`src/rtl/gat_pkg.sv`:
```
// Shared constants and FSM state type for the GAT BRAM load bridge.
// Channel indices follow the order of the PS-side BRAM controller ports.
package gat_pkg;

  localparam int CH_H_DATA    = 0;
  localparam int CH_NODE_INFO = 1;
  localparam int CH_WGT       = 2;
  localparam int CH_SUBGRAPH  = 3;

  localparam int BYTE_SHIFT = 2;

  typedef enum logic [1:0] {
    ST_IDLE = 2'd0,
    ST_LOAD = 2'd1,
    ST_DONE = 2'd2
  } load_state_e;

endpackage

```
`src/rtl/gat_bram_load_ch.sv`:
```
// One write channel: checks each PS write, registers it onto the core port,
// and counts accepted writes against the armed length to raise load_done.
module gat_bram_load_ch
  import gat_pkg::*;
#(
  parameter int TOP_WIDTH   = 32,
  parameter int CORE_DATA_W = 20,
  parameter int DEPTH       = 242101,
  parameter int ADDR_W      = $clog2(DEPTH)
) (
  input  logic                   clk,
  input  logic                   rst_n,
  input  logic [TOP_WIDTH-1:0]   din,
  input  logic                   ena,
  input  logic                   wea,
  input  logic [ADDR_W+1:0]      addra,
  input  logic                   cfg_start,
  input  logic [ADDR_W:0]        cfg_len,
  output logic [CORE_DATA_W-1:0] core_din,
  output logic                   core_ena,
  output logic                   core_wea,
  output logic [ADDR_W-1:0]      core_addra,
  output logic                   load_done,
  output logic                   err_oob,
  output logic                   err_unaligned,
  output logic                   err_overrun,
  output logic [1:0]             dbg_state
);

  localparam logic [ADDR_W:0] DEPTH_W = (ADDR_W+1)'(DEPTH);

  load_state_e       state, state_d;
  logic [ADDR_W:0]   cnt, cnt_d;
  logic [ADDR_W:0]   len, len_d;
  logic [ADDR_W-1:0] word;
  logic              wr, unaligned, oob, accept, fwd;
  logic              unused_din;

  assign unused_din = ^din[TOP_WIDTH-1:CORE_DATA_W];
  assign word       = addra[ADDR_W+1:BYTE_SHIFT];
  assign wr         = ena & wea;
  assign unaligned  = (addra[BYTE_SHIFT-1:0] != '0);
  assign oob        = ({1'b0, word} >= DEPTH_W);
  assign accept     = wr & ~unaligned & ~oob;
  // A dropped write produces no core access at all; plain reads pass through.
  assign fwd        = ena & (~wea | accept);
  assign dbg_state  = state;

  always_comb begin
    state_d = state;
    cnt_d   = cnt;
    len_d   = len;
    if (cfg_start) begin
      len_d   = cfg_len;
      cnt_d   = '0;
      state_d = (cfg_len == '0) ? ST_DONE : ST_LOAD;
    end else if (state == ST_LOAD && accept) begin
      cnt_d = cnt + 1'b1;
      if (cnt + 1'b1 == len) state_d = ST_DONE;
    end
  end

  always_ff @(posedge clk or negedge rst_n) begin
    if (!rst_n) begin
      state <= ST_IDLE;
      cnt   <= '0;
      len   <= '0;
    end else begin
      state <= state_d;
      cnt   <= cnt_d;
      len   <= len_d;
    end
  end

  always_ff @(posedge clk or negedge rst_n) begin
    if (!rst_n) begin
      core_din      <= '0;
      core_ena      <= 1'b0;
      core_wea      <= 1'b0;
      core_addra    <= '0;
      load_done     <= 1'b0;
      err_oob       <= 1'b0;
      err_unaligned <= 1'b0;
      err_overrun   <= 1'b0;
    end else begin
      core_ena <= fwd;
      core_wea <= accept;
      if (fwd) begin
        core_addra <= word;
        core_din   <= din[CORE_DATA_W-1:0];
      end
      // Registered from the current state so it trails the final strobe by a cycle.
      load_done <= (state == ST_DONE) & ~cfg_start;
      if (cfg_start) begin
        err_oob       <= 1'b0;
        err_unaligned <= 1'b0;
        err_overrun   <= 1'b0;
      end else begin
        err_oob       <= err_oob | (wr & oob);
        err_unaligned <= err_unaligned | (wr & unaligned);
        err_overrun   <= err_overrun | (accept & (state == ST_DONE));
      end
    end
  end

endmodule

```
`src/rtl/gat_bram_load_bridge.sv`:
```
// PS-to-core BRAM bridge: NUM_CH checked write channels with load tracking,
// plus a latency-matched, valid-tagged readback path for the feature BRAM.
module gat_bram_load_bridge
  import gat_pkg::*;
#(
  parameter int TOP_WIDTH   = 32,
  parameter int NUM_CH      = 4,
  parameter int CORE_DATA_W = 20,
  parameter int DEPTH       = 242101,
  parameter int ADDR_W      = $clog2(DEPTH),
  parameter int RD_ADDR_W   = 14,
  parameter int RD_DATA_W   = 32,
  parameter int RD_LAT      = 2
) (
  input  logic                          clk,
  input  logic                          rst_n,
  input  logic [NUM_CH*TOP_WIDTH-1:0]   bram_din,
  input  logic [NUM_CH-1:0]             bram_ena,
  input  logic [NUM_CH-1:0]             bram_wea,
  input  logic [NUM_CH*(ADDR_W+2)-1:0]  bram_addra,
  input  logic [NUM_CH-1:0]             cfg_start,
  input  logic [NUM_CH*(ADDR_W+1)-1:0]  cfg_len,
  output logic [NUM_CH*CORE_DATA_W-1:0] core_din,
  output logic [NUM_CH-1:0]             core_ena,
  output logic [NUM_CH-1:0]             core_wea,
  output logic [NUM_CH*ADDR_W-1:0]      core_addra,
  output logic [NUM_CH-1:0]             load_done,
  output logic                          all_load_done,
  output logic [NUM_CH-1:0]             err_oob,
  output logic [NUM_CH-1:0]             err_unaligned,
  output logic [NUM_CH-1:0]             err_overrun,
  input  logic                          rd_en,
  input  logic [RD_ADDR_W+1:0]          rd_addr,
  output logic [RD_ADDR_W-1:0]          core_rd_addr,
  input  logic [RD_DATA_W-1:0]          core_rd_dout,
  output logic                          rd_valid,
  output logic [TOP_WIDTH-1:0]          rd_dout,
  output logic [NUM_CH*2-1:0]           dbg_state
);

  logic [RD_LAT:0] rd_pipe;
  logic            unused_rd_addr;

  assign unused_rd_addr = ^rd_addr[BYTE_SHIFT-1:0];

  for (genvar c = 0; c < NUM_CH; c++) begin : g_ch
    gat_bram_load_ch #(
      .TOP_WIDTH  (TOP_WIDTH),
      .CORE_DATA_W(CORE_DATA_W),
      .DEPTH      (DEPTH),
      .ADDR_W     (ADDR_W)
    ) u_ch (
      .clk          (clk),
      .rst_n        (rst_n),
      .din          (bram_din[c*TOP_WIDTH +: TOP_WIDTH]),
      .ena          (bram_ena[c]),
      .wea          (bram_wea[c]),
      .addra        (bram_addra[c*(ADDR_W+2) +: ADDR_W+2]),
      .cfg_start    (cfg_start[c]),
      .cfg_len      (cfg_len[c*(ADDR_W+1) +: ADDR_W+1]),
      .core_din     (core_din[c*CORE_DATA_W +: CORE_DATA_W]),
      .core_ena     (core_ena[c]),
      .core_wea     (core_wea[c]),
      .core_addra   (core_addra[c*ADDR_W +: ADDR_W]),
      .load_done    (load_done[c]),
      .err_oob      (err_oob[c]),
      .err_unaligned(err_unaligned[c]),
      .err_overrun  (err_overrun[c]),
      .dbg_state    (dbg_state[c*2 +: 2])
    );
  end

  always_ff @(posedge clk or negedge rst_n) begin
    if (!rst_n) all_load_done <= 1'b0;
    else        all_load_done <= &load_done;
  end

  // rd_pipe[0] marks the address cycle; rd_pipe[RD_LAT] marks BRAM data on core_rd_dout.
  always_ff @(posedge clk or negedge rst_n) begin
    if (!rst_n) begin
      core_rd_addr <= '0;
      rd_pipe      <= '0;
      rd_valid     <= 1'b0;
      rd_dout      <= '0;
    end else begin
      if (rd_en) core_rd_addr <= rd_addr[RD_ADDR_W+1:BYTE_SHIFT];
      rd_pipe  <= {rd_pipe[RD_LAT-1:0], rd_en};
      rd_valid <= rd_pipe[RD_LAT];
      if (rd_pipe[RD_LAT]) rd_dout <= TOP_WIDTH'(core_rd_dout);
    end
  end

endmodule

```
`config.mk`:
```
export PLATFORM = sky130hd
export DESIGN_NAME = gat_bram_load_bridge
export DESIGN_NICKNAME = d
export VERILOG_FILES = /design/src/rtl/gat_pkg.sv /design/src/rtl/gat_bram_load_ch.sv /design/src/rtl/gat_bram_load_bridge.sv
export SDC_FILE = /design/constraint.sdc
export NUM_CORES = 1
export LEC_CHECK = 0
export ABC_AREA = 1
export BUFFER_PORTS_ARGS = -buffer_cell sky130_fd_sc_hd__buf_4
export CAP_MARGIN = 20
export CORE_AREA = 4 4 223 225
export CTS_BUF_LIST = sky130_fd_sc_hd__clkbuf_16
export DETAILED_ROUTE_END_ITERATION = 8
export DIE_AREA = 0 0 227 229
export GPL_TIMING_DRIVEN = 1
export SETUP_SLACK_MARGIN = 0.05
export SYNTH_ARGS = -nofsm -noshare
export SYNTH_HDL_FRONTEND = slang
export SYNTH_SLANG_ARGS = --single-unit
```
`constraint.sdc`:
```
create_clock -name clk -period 2.9 [get_ports clk]
set_clock_uncertainty 0.1 [all_clocks]
set_input_delay 0.29 -clock clk [delete_from_list [all_inputs] [get_ports clk]]
set_output_delay 0.29 -clock clk [all_outputs]
set_load 0.005 [all_outputs]
```
==> flow_summary.json <==
{
  "synthTopCellsByCount": "nand2_1, dfrtp_1, inv_1, nand3_1, nor2_1",
  "report.final.slew_viol_count": 0,
  "die_area_um2": 52000,
  "fp.dieW_um": 227,
  "track_usage_pct": 25.7,
  "start_util_pct": 39.2,
  "clk_latency_ns": 0.56,
  "ys.flop_type": "dfrtp_1",
  "max_freq_ghz": 0.382,
  "dpl.hpwl_um": 50700,
  "num-nets-final": 3508,
  "utilization_pct": 57.7,
  "row_count": 80,
  "ys_seq_elements": 387,
  "critPathMaxFanout": 33,
  "layout-drive-gt1-share_pct": 22.4,
  "min_path_type": "input port to flip-flop",
  "r2r_start": "g_ch[1].u_ch.cnt[0]$_DFFE_PN0P_",
  "synth_area_um2": 18600,
  "grt_pass1_wl_um": 106000,
  "start_kind": "input port",
  "vias": 18701,
  "finalSetupViolations": 0,
  "post-cts-setup-buffers": 0,
  "p_per_area_nw_per_um2": 515,
  "synthCells": 2358,
  "worst-r2r-cell-count": 15,
  "wirelength_um": 68800,
  "drt_iter0_drc": 1111,
  "placed_area_um2": 23200,
  "p_leak_nw": 13.8,
  "final.setup.tns_ns": 0,
  "core_um2": 47500,
  "dr.pass1.iters": 8,
  "crit_arrival_ns": 3.01,
  "wl_per_cell_um": 18.0,
  "fillers": 4236,
  "cts_tree": "yes",
  "slew_headroom_pct": 57.4,
  "ant_nets": 0,
  "r2r_end": "g_ch[1].u_ch.dbg_state[1]$_DFFE_PN0P_",
  "avgSynthCellArea_um2": 7.91,
  "worst_pin_slew_ns": 0.640,
  "synth_top_area_share_pct": 51.9,
  "fin_hold_ws_ns": 0.0262,
  "finalCriticalPeriod_ns": 2.62,
  "synth.most_common_cell": "nand2_1",
  "max_cap_violations": 0,
  "clk_pin_slew_worst_paths_ns": 0.06,
  "area_growth_pct": 47.1,
  "clockBufferDepth": 3,
  "boundaryPins": 579,
  "cts_sinks": 387,
  "rsz0062_at_grt": "no",
  "synth_cell_type_count": 39,
  "cts_buffers": 45,
  "fin_area_um2": 27400,
  "irDropWorstVdd_uv": 365,
  "antenna_found_initial": 11,
  "gp_congestion": 0.891,
  "grt_max_degree": 70,
  "regArea_um2": 9680,
  "hold_depth": 4,
  "dieHeight_um": 229,
  "path_class": "input port to flip-flop",
  "holdCritStartpoint": "bram_addra[40]",
  "netlist_top_cells_area": "dfrtp_1, nand2_1, inv_1",
  "critPathRequiredTime_ns": 3.29,
  "finalCritPeriodShare_pct": 90.2,
  "seq_area_frac_synth_pct": 51.9,
  "grt-ovfl-total": 0,
  "h-tree-depth": 2,
  "yosys_warnings": 0,
  "ff2ff_setup_slack_ns": 0.56,
  "holdPathEnd": "g_ch[2].u_ch.err_unaligned$_DFF_PN0_",
  "portBuffers": 528,
  "synth_edf_count": 0,
  "async_reset_ff_share_pct": 100,
  "multi_input_area_um2": 7660,
  "grt_pass1_vias": 19202,
  "synth_fp_nets": 2709,
  "finalHoldViolations": 0,
  "routed_via_density": 4.90,
  "endpoint_kind": "flip-flop",
  "yosysTopAreaCell": "dfrtp_1",
  "total_power_w": 0.0141,
  "drc_errors": 0,
  "status": "finished clean",
  "cts_root_buf": "clkbuf_16"
}
## cells by family after synthesis
| kind of cell | Yosys count | share of synthesized area [%] |
|---|---|---|
| compound gates | 224 | 6.62 |
| flops | 387 | 51.9 |
| buf+inv | 310 | 6.99 |
| simple gates | 1379 | 30.9 |
| xor+xnor | 8 | 0.530 |
| mux | 46 | 2.78 |
| fa+ha+maj | 4 | 0.268 |
## worst max-delay path, cell delays in order
cell and delay (ns):
dlygate4sd3_1 0.55, buf_4 0.14, nand2_1 0.19, inv_1 0.12, nand3_1 0.12, nor3b_2 0.06
a21oi_1 0.21, nand3_1 0.20, nand2_1 0.12, nand2_2 0.15, inv_2 0.51, nand2_1 0.24
nand2_1 0.10
## metrics by stage
stage / cells / setup WS [ns]
after floorplan: 2358 / 1.02
after global placement: 3435 / 0.297
after detailed placement: 3435 / 0.370
after CTS: 3806 / 0.392
after global routing: 3816 / 0.202
final: 3816 / 0.283
## final cells by class
cell class / instances / share of cell area, %
flip-flops and latches: 387 / 35.3
multi-input cells: 1661 / 27.9
repair buffers: 837 / 25.9
clock buffers: 45 / 4.11
inverters: 225 / 3.08
well taps: 615 / 2.81
clock inverters: 36 / 0.748
diodes: 10 / 0.0912
## how the worst max path moves through the flow
| stage | slack, ns | end | start |
|---|---|---|---|
| after CTS | 0.39 | g_ch[0].u_ch.core_addra[11]$_DFFE_PN0P_ | bram_addra[19] |
| after detailed placement | 0.37 | g_ch[0].u_ch.core_addra[11]$_DFFE_PN0P_ | bram_addra[19] |
| after global routing | 0.20 | g_ch[0].u_ch.core_addra[11]$_DFFE_PN0P_ | bram_addra[19] |
| after floorplan | 1.02 | g_ch[0].u_ch.dbg_state[1]$_DFFE_PN0P_ | g_ch[0].u_ch.cnt[0]$_DFFE_PN0P_ |
| final | 0.28 | g_ch[0].u_ch.core_addra[11]$_DFFE_PN0P_ | bram_addra[19] |
| after global placement | 0.30 | g_ch[0].u_ch.core_addra[11]$_DFFE_PN0P_ | bram_addra[19] |
## sequential cells by signal (all words and copies together), names as in the netlist
name,cells
all_load_done,1
core_rd_addr,14
g_ch.u_ch.cnt,76
g_ch.u_ch.core_addra,72
g_ch.u_ch.core_din,80
g_ch.u_ch.core_ena,4
g_ch.u_ch.core_wea,4
g_ch.u_ch.dbg_state,8
g_ch.u_ch.err_oob,4
g_ch.u_ch.err_overrun,4
g_ch.u_ch.err_unaligned,4
g_ch.u_ch.len,76
g_ch.u_ch.load_done,4
rd_dout,32
rd_pipe,3
rd_valid,1
## power by group
part / total [W] / internal, W / switching, W / leakage [nW]
clock network: 0.00528 / 0.00298 / 0.00230 / 0.687
logic: 0.00262 / 0.00135 / 0.00127 / 8.26
registers: 0.00622 / 0.00589 / 0.000328 / 4.88
## repair_timing
item                      CTS  global route
resized for setup           0             0
hold endpoints to repair  341             0
hold buffers              290             0
## layout by cell type (no fill, tap or decap), types with 17 or more instances in the layout
cell type / instances
a21oi_1: 17
buf_4: 538
clkbuf_16: 45
dfrtp_1: 387
dlygate4sd3_1: 290
inv_1: 225
mux2_2: 46
nand2_1: 961
nand3_1: 161
nand4_1: 29
nor2_1: 144
nor4_1: 20
o21ai_0: 140
o22ai_1: 43
## per-layer routing
layer  vias to the layer above  GRT usage (%)  part of all wire, %
met4                         2           12.4                  5.2
met1                      8808           30.7                   40
li1                       9117              -                    -
met5                         -              0                0.016
met2                       615           43.9                   48
met3                       159           5.72                  6.9
(Power assumes the default switching activity.)
